<file path="src/rtl/prach_deframer.sv">
// PRACH deframer: unpacks 4-sample Avalon-ST beats into per-sample I/Q with packet framing checks.
// Optional statistics counters are built only when PRACH_DEFRAMER_STATS_EN is defined.
module prach_deframer #(
    parameter int PKT_BEATS = 216
) (
    input  logic         clk,
    input  logic         rst,
    input  logic [127:0] avst_sink_data,
    input  logic         avst_sink_valid,
    input  logic [15:0]  avst_sink_channel,
    input  logic         avst_sink_startofpacket,
    input  logic         avst_sink_endofpacket,
    output logic         avst_sink_ready,
    output logic [15:0]  dout_dr,
    output logic [15:0]  dout_di,
    output logic         dout_dv,
    output logic         dout_sop,
    output logic         dout_eop,
    output logic [15:0]  dout_chn,
    output logic         err_pulse,
    output logic [15:0]  stat_pkt_cnt,
    output logic [15:0]  stat_err_cnt
);

    typedef enum logic [1:0] {
        S_IDLE,
        S_BODY,
        S_DROP
    } state_t;

    localparam logic [11:0] LP_LAST = 12'(PKT_BEATS);

    state_t        r_state;
    logic [11:0]   r_beats;
    logic [127:0]  r_hold;
    logic          r_full;
    logic [1:0]    r_idx;
    logic          r_bsop;
    logic          r_beop;
    logic [15:0]   r_chn;
    logic          r_err;

    logic          w_acc;
    logic          w_load;
    logic          w_lsop;
    logic          w_leop;
    logic          w_err;
    state_t        w_nstate;
    logic [11:0]   w_nbeats;
    logic [11:0]   w_beat_nxt;
    logic [31:0]   w_smp;

    // A new beat may land on the same edge the last held sample leaves
    assign avst_sink_ready = !rst && (!r_full || (r_idx == 2'd3));
    assign w_acc           = avst_sink_valid && avst_sink_ready;
    assign w_beat_nxt      = r_beats + 12'd1;

    always_comb begin
        w_load   = 1'b0;
        w_lsop   = 1'b0;
        w_leop   = 1'b0;
        w_err    = 1'b0;
        w_nstate = r_state;
        w_nbeats = r_beats;
        if (w_acc) begin
            if (avst_sink_startofpacket) begin
                // SOP always opens a packet; inside BODY it aborts the old one
                w_load   = 1'b1;
                w_lsop   = 1'b1;
                w_nbeats = 12'd1;
                w_err    = (r_state == S_BODY);
                if (avst_sink_endofpacket) begin
                    w_err    = 1'b1;
                    w_nstate = S_IDLE;
                end else begin
                    w_nstate = S_BODY;
                end
            end else begin
                unique case (r_state)
                    S_IDLE: w_err = 1'b1;
                    S_BODY: begin
                        w_load   = 1'b1;
                        w_nbeats = w_beat_nxt;
                        if (w_beat_nxt == LP_LAST) begin
                            w_leop   = 1'b1;
                            w_err    = !avst_sink_endofpacket;
                            w_nstate = avst_sink_endofpacket ? S_IDLE : S_DROP;
                        end else if (avst_sink_endofpacket) begin
                            w_err    = 1'b1;
                            w_nstate = S_IDLE;
                        end
                    end
                    default: ;
                endcase
            end
        end
    end

    always_ff @(posedge clk or posedge rst) begin
        if (rst) begin
            r_state <= S_IDLE;
            r_beats <= '0;
            r_hold  <= '0;
            r_full  <= 1'b0;
            r_idx   <= '0;
            r_bsop  <= 1'b0;
            r_beop  <= 1'b0;
            r_chn   <= '0;
            r_err   <= 1'b0;
        end else begin
            r_state <= w_nstate;
            r_beats <= w_nbeats;
            r_err   <= w_err;
            if (w_load) begin
                r_hold <= avst_sink_data;
                r_full <= 1'b1;
                r_idx  <= '0;
                r_bsop <= w_lsop;
                r_beop <= w_leop;
                if (w_lsop) begin
                    r_chn <= avst_sink_channel;
                end
            end else if (r_full) begin
                r_idx <= r_idx + 2'd1;
                if (r_idx == 2'd3) begin
                    r_full <= 1'b0;
                end
            end
        end
    end

    assign w_smp     = r_hold[{r_idx, 5'd0} +: 32];
    assign dout_dr   = r_full ? w_smp[31:16] : 16'd0;
    assign dout_di   = r_full ? w_smp[15:0] : 16'd0;
    assign dout_dv   = r_full;
    assign dout_sop  = r_full && r_bsop && (r_idx == 2'd0);
    assign dout_eop  = r_full && r_beop && (r_idx == 2'd3);
    assign dout_chn  = r_chn;
    assign err_pulse = r_err;

`ifdef PRACH_DEFRAMER_STATS_EN
    logic        w_good;
    logic [15:0] r_pkt_cnt;
    logic [15:0] r_err_cnt;

    assign w_good = w_acc && (r_state == S_BODY)
                 && !avst_sink_startofpacket
                 && avst_sink_endofpacket
                 && (w_beat_nxt == LP_LAST);

    always_ff @(posedge clk or posedge rst) begin
        if (rst) begin
            r_pkt_cnt <= '0;
            r_err_cnt <= '0;
        end else begin
            if (w_good) begin
                r_pkt_cnt <= r_pkt_cnt + 16'd1;
            end
            if (w_err) begin
                r_err_cnt <= r_err_cnt + 16'd1;
            end
        end
    end

    assign stat_pkt_cnt = r_pkt_cnt;
    assign stat_err_cnt = r_err_cnt;
`else
    assign stat_pkt_cnt = 16'd0;
    assign stat_err_cnt = 16'd0;
`endif

endmodule

</file>
<file path="config.mk">
export PLATFORM = sky130hd
export DESIGN_NAME = prach_deframer
export DESIGN_NICKNAME = d
export VERILOG_FILES = /design/src/rtl/prach_deframer.sv
export SDC_FILE = /design/constraint.sdc
export NUM_CORES = 1
export LEC_CHECK = 0
export BUFFER_PORTS_ARGS = -buffer_cell sky130_fd_sc_hd__clkbuf_2
export CAP_MARGIN = 20
export CORE_MARGIN = 8
export CORE_UTILIZATION = 44
export DETAILED_ROUTE_END_ITERATION = 7
export PLACE_DENSITY_LB_ADDON = 0.3
export RECOVER_POWER = 50
export SYNTH_ARGS = -nofsm -noshare
export SYNTH_HDL_FRONTEND = slang
export SYNTH_SLANG_ARGS = --single-unit
</file>
<file path="constraint.sdc">
create_clock -name clk -period 28.1 [get_ports clk]
set_input_delay 8.43 -clock clk [delete_from_list [all_inputs] [get_ports clk]]
set_output_delay 8.43 -clock clk [all_outputs]
set_load 0.03 [all_outputs]
</file>
Word level (Yosys, flattened, before mapping)

Index checks and enable logic that the tools add are counted.

Add/subtract/negate cells: 2
Equal/unequal tests: 3
Shifts and indexed selects: 1
Muxes and demuxes: 30
Reduce and logical (&&, ||, !) cells: 18

Operators with widths:

| cell                                                                   | count |
|---|---|
| 128-bit by 8-bit variable part select with 32-bit output               | 1 |
| 16-bit two-way mux                                                     | 2 |
| 12-bit two-way mux                                                     | 2 |
| 1-bit two-way mux                                                      | 18 |
| 2-bit two-way mux                                                      | 7 |
| 12-bit by 1-bit adder with 12-bit output, second input constant        | 1 |
| 12-bit by 8-bit equality test with 1-bit output, second input constant | 1 |
| 1-bit logical AND                                                      | 6 |
| 2-bit zero test                                                        | 2 |
| 2-bit AND reduction                                                    | 2 |
| 2-bit nonzero test                                                     | 2 |
| 1-bit zero test                                                        | 3 |
| 3-bit AND reduction                                                    | 1 |
| 3-bit nonzero test                                                     | 1 |
| 2-bit by 1-bit adder with 2-bit output, second input constant          | 1 |
| 2-bit by 1-bit equality test with 1-bit output, second input constant  | 1 |
| 2-bit equality test, second input constant                             | 1 |
| 1-bit case mux with 2 select lines                                     | 1 |
| 1-bit logical OR                                                       | 1 |

Bits in registers: 164
Output and inout bits: 85

Longest topological paths before layout

Gate-level depths: netlist of run 1.

Word-level depth: 6
Mapped depth: 10
Gate-level depth less buffers: 10

Worst setup path before layout of run 1

OpenSTA, ideal clock, no wires.

Path type: input-to-output
Start point: in rst
End point: out avst_sink_ready
Arrival: 12.472 ns
Required time: 19.670 ns
Path slack: 7.198 ns
Stages on the path: 2
Path through: inv_1 -> and2_1

Word-level cells in the longest chain between the ends: 2

Ends and longest elaborated chain:

| element                   | line | source |
|---|---|---|
| start, declared           | 7    | `input logic rst,` |
| 1-bit zero test (no line) | --   |  |
| 1-bit logical AND         | 54   | `assign avst_sink_ready = !rst && (!r_full \|\| (r_idx == 2'd3));` |
| end, declared             | 13   | `output logic avst_sink_ready,` |

Every way passes these cells.

Worst setup path in the final report of run 1

Ends and elaborated chain as after synthesis.

==> results of run 1 <==
## critical path: stages
cell	delay [ps]
clkbuf_2	90
clkinvlp_2	1590
and2_1	690
clkbuf_2	200
## stage by stage
| stage | std cells | setup slack (ps) | hold WS, ps | util [%] |
|---|---|---|---|---|
| 2_1_floorplan | 589 | 7200 | 439 | - |
| 3_3_place_gp | 965 | 10390 | 457 | 49.8 |
| 3_5_place_dp | 965 | 10350 | 462 | 49.8 |
| 4_1_cts | 997 | 10350 | 477 | 53.3 |
| 5_1_grt | 998 | 8170 | 513 | 52.3 |
| 6_report | 998 | 8670 | 476 | 52.3 |
## cells by family (layout without fill, tap and decap cells)
group	Yosys count	after routing
DFF	164	164
adders and majority gates	5	5
muxes	179	179
other	1	33
buffers and inverters	72	246
AOI/OAI and AO/OA	32	32
and+or+nand+nor	101	101
xor gates and xnor gates	4	4
## power by group
part / leakage [nW] / total, W / switching, W / internal, W
combinational: 2.35 / 0.000470 / 0.000230 / 0.000240
sequential: 1.97 / 0.000429 / 0.0000813 / 0.000347
clock: 0.318 / 0.000255 / 0.000101 / 0.000154
## path summary, 6_finish.rpt
check,cells after the start,end,from,slack [ps]
max reg2reg,7,r_beats[5],r_idx[1],23250
max in group asynchronous,3,r_hold[77],rst,15040
max,4,avst_sink_ready,rst,8670
min reg2reg,2,r_bsop,r_bsop,480
min,2,r_bsop,r_bsop,480
min in group asynchronous,2,dout_chn[9],rst,8540
## layer usage
layer | vias to the layer above | global-route usage [%] | wire length [um]
met4 | 4 | 5.37 | 256
met2 | 193 | 26.7 | 9040
met1 | 2549 | 21.3 | 8490
li1 | 2317 | - | -
met3 | 24 | 6.92 | 1490
met5 | - | 0 | 26
## flip-flops by register name, summed over array words and instances, names as in the netlist
| signal | count |
|---|---|
| dout_chn | 16 |
| r_beats | 12 |
| r_hold | 128 |
| r_state | 2 |
| dout_dv | 1 |
| r_beop | 1 |
| r_idx | 2 |
| err_pulse | 1 |
| r_bsop | 1 |
## synthesized netlist by cell type, types with 6 or more instances
cell type	n
clkbuf_1	9
inv_1	6
nor2_1	9
nand3_1	7
nand2_1	19
buf_2	13
buf_6	10
nor3_1	8
o21ai_0	13
mux4_2	32
and2_1	34
mux2_2	56
mux2_4	88
buf_4	33
dfrtp_1	164
## cell type report
| class | count | area, um2 |
|---|---|---|
| fill | 1619 | 8840 |
| sequential | 164 | 4110 |
| multi-input combinational | 353 | 3580 |
| timing repair buffer | 208 | 1030 |
| clock buffer | 18 | 439 |
| tap | 234 | 293 |
| clock inverter | 14 | 215 |
| inverter | 6 | 23.8 |
| antenna | 1 | 2.50 |
==> flow_results.org, run 1 <==
** Yosys
- Mapped Cells :: 558
- Summing the areas of all xor and xnor instances in the mapped netlist gives 0.427% of the synthesized area.
- The synthesized design devotes to its leading area cell type 50.1% of total area.
- Largest family of logic cells by synthesized area :: multiplexers
- Proportion of register bits with asynchronous set or reset after synthesis :: 100%
- Fraction of synthesized area in multiplexers :: 33.0%
- Dominant cell type by area after synthesis :: dfrtp_1
- Yosys printed 0 warnings.
- After synthesis the netlist holds a flip-flop and latch count of 164.
- The synthesized netlist devotes 2.47% of its cell area to compound gates.
- Syn Area/Cell :: 14.7 um2
- By area the synthesized netlist is led by dfrtp_1 (50%), mux2_4 (16%), mux4_2 (8.8%).
- The synthesized netlist devotes 0.763% of its cell area to adder and majority cells.
- Yosys mapped a number of flops with a built-in enable equal to 0.
- Number of different library cells in the post-synthesis netlist :: 49
- Sequential-to-total area share from yosys stat :: 50.1%
- In this run the cell area of the synthesized design comes to 8200 um2.
- Area fraction in and, or, nand and nor cells after synthesis :: 7.31%
- Flip-flop cell with the highest count after synthesis :: dfrtp_1

** Timing
- Time the final worst path needs with I/O delays and setup :: 19430 ps
- Number of setup violations in the final report :: 0
- The count of final max-slew check failures is 225.
- Worst Max-Slew Pin Slew :: 3970 ps
- Worst-case headroom to the max-slew limit :: -164%
- Setup TNS :: 0 ps
- The final hold violation count came to 0.
- Setup repair after global routing left no endpoint under its margin.
- The worst path uses 69.1% of the clock period.
- On the final layout, the worst clock skew is 9.36 ps.
- Max Clock Freq :: 0.0515 GHz

** Place
- Instance area after placement :: 9220 um2
- The congestion estimate from routability-driven global placement came to 0.744.
- Port buffering added 201 buffers.
- Once detailed placement completed, the half-perimeter wirelength came to 13600 um.

** Clocking
- After clock tree synthesis, the clock-pin slew on the worst setup and hold paths is 60 ps.
- The H-tree was split into 4 levels.
- For this design, the CTS-stage hold fixing added 0 buffers.
- Counting the buffers created by CTS gives 17.
- The tree built by TritonCTS fans out to 164 sinks.
- Root cell of the clock tree :: clkbuf_16
- Number of buffers inserted to repair setup after CTS :: 0
- Buffer levels on the longest clock path :: 2
- Clock latency reported for the late side of the worst-skew pair :: 420 ps
- Clock tree from TritonCTS :: yes
- Resize count post-CTS :: 0

** Route
- Final antenna-violating net count :: 0
- Dividing the detail-routed wire length by the instance count gives 19.3 um.
- Aggregate routed wire length :: 19300 um
- Across all layers, the routed design uses 5087 vias.
- Number of detailed-route iterations in the first pass :: 4
- The detailed router finished its first iteration with 210 violations.
- After detailed routing, the number of vias per cell comes to 5.10.
- Remaining routing DRC violations :: 0

** Pwr
- In this run the static leakage power is 4.64 nW.
- The completed layout was analyzed and its total power is 0.00115 W.
- PwrDens :: 119 nW/um2
- IR analysis of the VDD net gives a maximum drop of 54.5 uV.

** Worst setup path
- STA classifies the critical path endpoint as an output pin.
- Sort of element at the start of the critical path :: input pin
- Data arrives at the worst endpoint at 11000 ps.
- In this run the worst path has a maximum fanout of 49.
- The worst setup path is of the input pin to output pin kind.
- Data required time of the worst path :: 19670 ps

** Floorplan
- Cell Rows :: 50
- Starting density of the core :: 44.3%
- Pin placement for this block handled 234 I/O pins.
- Standard cell core area :: 18500 um2
- The die is 152 um tall.
- Chip width :: 152 um
- Die area :: 23200 um2

** Cells and area
- From synthesis to final layout, the design area changed by 18.1%.
- Most frequent standard cell in the layout excluding fill and tap cells :: clkbuf_2
- Commonest cells after routing, fill and taps aside :: clkbuf_2 (184), dfrtp_1 (162), mux2_2 (56)
- Final net count :: 904
- Post-route design area :: 9680 um2
- Share of cells above drive strength 1 :: 48.1%

** Status
- Result of the run :: finished with violations
- The final reports fail on max-capacitance violations, max-slew violations.

** Global routing
- For this run the aggregate overflow at the end of global routing stands at 0.
- Global routing used 17.1% of the available tracks.
- The number of antenna violations at the first check in global routing came to 3.
- Number of global-route vias before repair :: 5802
- Wire length of the first global-routing pass :: 31700 um
- Entering global routing, the biggest net connects 75 pins.

** Run
- Max capacitance violation total :: 4

** Min path
- Type of the tightest min-delay check :: flop to flop
Power figures use the tool's default switching activity.
==> run 2: changes to the inputs <==
clock period = 19.3 ns   (was 28.1 ns; I/O delays follow)
==> run 2 against run 1 <==
Compared with the run above: the flow still finishes with violations (max-capacitance violations, max-slew violations); via count grew 1.1%; global-route usage rose by 0.31 points; routed wire length grew 1.4%; register-to-register slack worse by 9000 ps; largest power group unchanged; total power up 43%; die area is the same; sequential power up 45%.
==> flow_results.org, run 2 (same netlist as run 1, synthesis figures left out) <==
** Status
- Result of the run :: finished with violations (unchanged)
- Failing checks :: max-capacitance violations, max-slew violations (unchanged)

** Clocking
- Root cell of the clock tree :: clkbuf_16 (unchanged)
- The hold-fix buffer count after cts came to 0 (unchanged).
- The TritonCTS clock tree was yes (unchanged).
- Buffer levels on the longest clock path :: 2 (unchanged)
- The maximum level of the CTS H-tree came to 4 (unchanged).
- The clock transition time at the flip-flop clock pins of the worst setup and hold paths came to 70 ps (was 60 ps).
- Resize count post-CTS :: 0 (unchanged)
- Clock latency reported for the late side of the worst-skew pair :: 420 ps (about the same)
- Total clock buffers created by CTS :: 17 (unchanged)
- The total setup buffers inserted after CTS is 0 (unchanged).
- The clock sink total is 164 (unchanged).

** Timing
- Worst Max-Slew Pin Slew :: 3760 ps (was 3970 ps)
- The final hold violation count is 0 (unchanged).
- The count of final max-slew check failures was 215 (was 225).
- Timing would allow up to 0.0700 GHz.
- The final setup violation count was 0 (unchanged).
- Final worst-path cycle share :: 74.0%
- The worst clock skew was 7.22 ps (was 9.36 ps).
- Worst-case headroom to the max-slew limit :: -151% (was -164%)
- RSZ-0062 raised after global routing :: false (unchanged)
- The final worst slack was 5020 ps (was 8670 ps).
- The worst path needs 14280 ps of the cycle, external delays included.
- The aggregate negative setup slack came to 0 ps (unchanged).

** Cells and area
- Commonest cells after routing, fill and taps aside :: clkbuf_2 (183), dfrtp_1 (162), mux2_2 (56) (was clkbuf_2 (184), dfrtp_1 (162), mux2_2 (56))
- Largest Register :: r_hold (unchanged)
- The area overhead of the layout relative to synthesis is 16.9% (was 18.1%).
- The most common cell after layout, fill and taps aside was clkbuf_2 (unchanged).
- Share of cells above drive strength 1 :: 45.6% (was 48.1%)
- Flip-flop count of the largest register, all copies and words added :: 128 (unchanged)
- The post-route core utilization came to 51.7% (was 52.3%).
- Final net count :: 904 (unchanged)
- Post-route design area :: 9580 um2 (was 9680 um2)

** Floorplan
- The placeable core area is 18500 um2 (unchanged).
- Height of the chip :: 152 um (unchanged)
- The count of boundary I/O pins came to 234 (unchanged).
- The effective utilization at floorplan is 44.3% (unchanged).
- Die area :: 23200 um2 (unchanged)
- The die extent in x is 152 um (unchanged).
- The placement row count came to 50 (unchanged).

** Global routing
- The number of global-route vias before repair is 5917 (was 5802).
- The total congestion overflow is 0 (unchanged).
- The global-route wire length before repair is 32200 um (was 31700 um).
- The pin count of the biggest net entering global routing was 70 (was 75).
- Overall track demand over capacity in global routing :: 17.4% (was 17.1%)
- Initial antenna violation count :: 4 (was 3)

** Worst setup path
- The data arrival time of the worst path is 8490 ps (was 11000 ps).
- The type of the worst setup path is input pin to output pin (unchanged).
- The maximum net fanout on the critical path was 50 (was 49).
- The kind of start point of the critical path is an input pin (unchanged).
- Register-to-register path setup slack :: 14300 ps (was 23250 ps)
- The capturing element type of the critical path is an output pin (unchanged).
- Data required time of the worst path :: 13510 ps (was 19670 ps)

** Place
- Placement-stage worst setup slack :: 6810 ps (was 10350 ps)
- HPWL after detailed placement :: 13800 um (was 13600 um)
- The weighted congestion at the end of routability-driven global placement came to 0.772 (was 0.744).
- PortBufs :: 201 (unchanged)
- The total cell area at the placement stage came to 9220 um2 (unchanged).

** Pwr
- The leakage power is 4.52 nW (was 4.64 nW).
- PwrDens :: 172 nW/um2 (was 119 nW/um2)
- The peak supply drop came to 103 uV (was 54.5 uV).
- The overall power came to 0.00165 W (was 0.00115 W).

** Route
- The total via count after detailed routing is 5141 (was 5087).
- The via count normalized by instance count came to 5.15 (was 5.10).
- Number of detailed-route iterations in the first pass :: 4 (unchanged)
- Wire length per cell :: 19.6 um (was 19.3 um)
- The number of design-rule violations left by the first detailed-router iteration came to 187 (was 210).
- Aggregate routed wire length :: 19600 um (was 19300 um)
- Final antenna-violating net count :: 0 (unchanged)
- Remaining routing DRC violations :: 0 (unchanged)

** Min path
- The type of the most critical hold path is flop to flop (unchanged).

** Run
- The max-capacitance violation count is 4 (unchanged).
-- run 2: cell count changes in the layout (fill, tap and decap cells not counted), sizes merged --
cell      change
bufinv        -1
clkbuf        +4
clkinv        -4
clkinvlp      +3
diode         +1
inv           -2
-- run 2: through the flow --
step | hold WS (ps) | std cells
CTS | 493 | 997
finish | 484 | 999
detailed placement | 477 | 965
global placement | 456 | 965
floorplan | 439 | 589
global route | 510 | 998
-- run 2: metal layers --
layer	wire length, um	share of wire [%]	global-route usage, %
met3	1640	8.3	7.35
met1	8400	43	21.0
met4	398	2.0	5.98
met5	35	0.18	0
met2	9110	47	27.4
-- run 2: area by class of cell --
cell class	count	area, um2
Inverter	6	23.8
Fill cell	1603	8930
Sequential cell	164	4110
Clock buffer	22	464
Antenna cell	2	5.00
Clock inverter	10	146
Tap cell	234	293
Multi-Input combinational cell	353	3520
Timing Repair Buffer	208	1020
-- run 2: power breakdown --
group          switching (W)  total, W  internal (W)
registers           0.000119  0.000624      0.000506
clock network       0.000143  0.000355      0.000212
logic               0.000333  0.000667      0.000334
-- run 2: final timing paths --
path	startpoint	to	cells past startpoint
max reg2reg	r_idx[1]	r_hold[96]	7
min reg2reg	r_hold[74]	r_hold[74]	1
min in group asynchronous	rst	dout_chn[4]	2
min	r_hold[74]	r_hold[74]	1
max in group asynchronous	rst	r_idx[1]	4
max	rst	avst_sink_ready	4
-- run 2: critical path, cell delays in order --
cell        delay [ps]
clkbuf_1            90
clkinvlp_2        1670
and2_1             730
clkbuf_2           200
==> run 3: changes to the inputs <==
clock period = 13.2 ns   (was 19.3 ns; I/O delays follow)
==> run 3 against run 2 <==
Compared with the run above: largest cell class unchanged; clock skew is 0.94 ps higher; sequential share of layout area is 0.94 points lower; worst setup slack got worse by 910 ps; critical path type unchanged; sequential power up 47%; sequential cell count unchanged; critical path depth unchanged; the run still ends with max-capacitance violations, max-slew violations left; worst hold slack improved by 9.0 ps; first-iteration DRC count rose by 25%; register-to-register slack got worse by 6700 ps; global-route usage decreased by 0.20 points; die area unchanged; via count down 0.45%.
==> flow_results.org, run 3 (same netlist as run 1, synthesis figures left out) <==
** Timing
- The worst-margin pin slew is 4420 ps (was 3760 ps).
- Worst-case headroom to the max-slew limit :: -195% (was -151%)
- The final setup violation count came to 0 (unchanged).
- Final count of pins violating max slew :: 221 (was 215)
- RSZ-0062 raised after global routing :: false (unchanged)
- For this run, the top clock speed supported by timing is 0.110 GHz.
- Time the final worst path needs with I/O delays and setup :: 9090 ps
- Of the available clock period, the critical path in the final layout requires 68.9%.
- Setup TNS :: 0 ps (unchanged)
- The worst clock skew was 8.16 ps (was 7.22 ps).
- Final hold vios :: 0 (unchanged)

** Route
- The antenna violation net count after detailed routing was 0 (unchanged).
- The via count normalized by instance count came to 5.15 (about the same).
- Vias post-DR :: 5118 (was 5141)
- Remaining routing DRC violations :: 0 (unchanged)
- The number of optimization iterations in the first detailed-route pass came to 4 (unchanged).
- The mean routed wirelength per cell is 19.7 um (was 19.6 um).
- Initial DRC Count :: 233 (was 187)
- Aggregate routed wire length :: 19600 um (about the same)

** Pwr
- Part of the power in combinational logic :: 42.7% (was 40.5%)
- The clock group share of total power was 21.2% (was 21.6%).
- The leakage power was 4.80 nW (was 4.52 nW).
- The net switching fraction of the power is 35.0% (was 36.1%).
- PwrDens :: 259 nW/um2 (was 172 nW/um2)
- Power spent charging and discharging nets :: 0.000889 W (was 0.000595 W)
- Total power :: 0.00254 W (was 0.00165 W)
- The sequential fraction of design power was 36.1% (was 37.9%).
- The peak supply drop was 128 uV (was 103 uV).
- The internal power of the cells is 0.00165 W (was 0.00105 W).

** Cells and area
- Share of cells above drive strength 1 :: 52.9% (was 45.6%)
- Most frequent standard cell in the layout excluding fill and tap cells :: clkbuf_2 (unchanged)
- The area overhead of the layout relative to synthesis is 19.5% (was 16.9%).
- Largest Register :: r_hold (unchanged)
- The total number of nets in the final design is 901 (was 904).
- Commonest cells after routing, fill and taps aside: clkbuf_2 (184), dfrtp_1 (162), mux2_4 (86) (was clkbuf_2 (183), dfrtp_1 (162), mux2_2 (56)).
- Layout fillers :: 1596 (was 1603)
- The post-route core utilization is 52.9% (was 51.7%).
- The flip-flop count of the largest register, all copies and words added was 128 (unchanged).
- Post-route design area :: 9800 um2 (was 9580 um2)
- # diodes :: 0 (was 2)
- Final cell count without fillers :: 994 (was 999)

** Run
- Max capacitance violation total :: 2 (was 4)

** Clocking
- The TritonCTS clock tree is yes (unchanged).
- The clock transition time at the flip-flop clock pins of the worst setup and hold paths is 60 ps (was 70 ps).
- Htree depth :: 4 (unchanged)
- The clock buffer count from CTS is 17 (unchanged).
- CTS hold repair buffers :: 0 (unchanged)
- The total setup buffers inserted after CTS was 0 (unchanged).
- The clock sink total came to 164 (unchanged).
- The cell chosen for the clock root is clkbuf_16 (unchanged).
- The post-cts gate resize count is 0 (unchanged).
- The buffer levels on the longest clock path came to 2 (unchanged).
- Clock latency reported for the late side of the worst-skew pair :: 420 ps (about the same)

** Status
- Result of the run: finished with violations (unchanged).
- Failing checks :: max-capacitance violations, max-slew violations (unchanged)

** Global routing
- Initial antenna violation count :: 2 (was 4)
- The pin count of the biggest net entering global routing is 142 (was 70).
- The overall global routing resource usage was 17.2% (was 17.4%).
- The number of global-route vias before repair came to 5817 (was 5917).
- The global-route wire length before repair was 31800 um (was 32200 um).
- GR Overflow Total :: 0 (unchanged)

** Floorplan
- Starting density of the core :: 44.3% (unchanged)
- Chip width :: 152 um (unchanged)
- The chip height came to 152 um (unchanged).
- Die area :: 23200 um2 (unchanged)
- The placement row count was 50 (unchanged).
- Standard cell core area :: 18500 um2 (unchanged)
- Total I/O pin count :: 234 (unchanged)

** Min path
- The type of the most critical hold path was flop to flop (unchanged).
- The number of instances on the worst hold path is 2 (was 1).

** Place
- HPWL after detailed placement :: 13700 um (was 13800 um)
- Instance area after placement :: 9210 um2 (was 9220 um2)
- Count of placed standard cells including taps :: 962 (was 965)
- Routability Congestion :: 0.758 (was 0.772)
- PortBufs :: 201 (unchanged)

** Worst setup path
- The data arrival time of the worst path was 5130 ps (was 8490 ps).
- The required time of the worst setup path is 9240 ps (was 13510 ps).
- The depth of the most critical reg-to-reg path was 6 (was 7).
- Sort of element at the start of the critical path :: input pin (unchanged)
- Type of the setup path with the least slack :: input pin to output pin (unchanged)
- Kind of end point of the critical path :: output pin (unchanged)
- The maximum net fanout on the critical path is 91 (was 50).
run 3: path summary, 6_finish.rpt:
path	slack, ps	to	startpoint
max	4110	avst_sink_ready	rst
min	490	r_bsop	r_bsop
min in group asynchronous	3730	dout_chn[11]	rst
max reg2reg	7590	r_hold[109]	r_idx[1]
max in group asynchronous	4710	r_idx[1]	rst
min reg2reg	490	r_bsop	r_bsop
run 3: worst max-delay path, stage by stage:
cell	delay (ps)
clkbuf_1	120
inv_6	600
and2_1	240
clkbuf_2	210
run 3: per-stage QoR:
stage	setup slack, ps	hold WS, ps
6_report	4110	493
3_5_place_dp	4070	489
4_1_cts	4060	504
3_3_place_gp	4110	452
5_1_grt	3660	518
2_1_floorplan	1240	439
run 3: final cells by class:
| type | instances | area (um2) | share of cell area, % |
|---|---|---|---|
| clock inverters | 15 | 215 | 2.20 |
| well taps | 234 | 293 | 2.99 |
| clock buffers | 17 | 425 | 4.34 |
| repair buffers | 205 | 1010 | 10.3 |
| flip-flops and latches | 164 | 4110 | 41.9 |
| inverters | 6 | 27.5 | 0.281 |
| multi-input cells | 353 | 3720 | 38.0 |
run 3: routing by layer:
metal	vias up	GRT usage (%)	share of wire, %
li1	2307	-	-
met1	2599	21.0	43
met2	184	27.4	47
met3	24	7.15	8.6
met4	4	4.95	1.7
met5	-	0	0.14
run 3: power by group through the flow:
stage	clock [W]	combinational, W	sequential [W]
final	0.000538	0.00108	0.000915
after global routing	0.000574	0.00116	0.000950
after CTS	0.000553	0.00108	0.000917
after detailed placement	0	0.00107	0.000922
after global placement	0	0.00105	0.000904
after floorplan	0	0.000843	0.000885
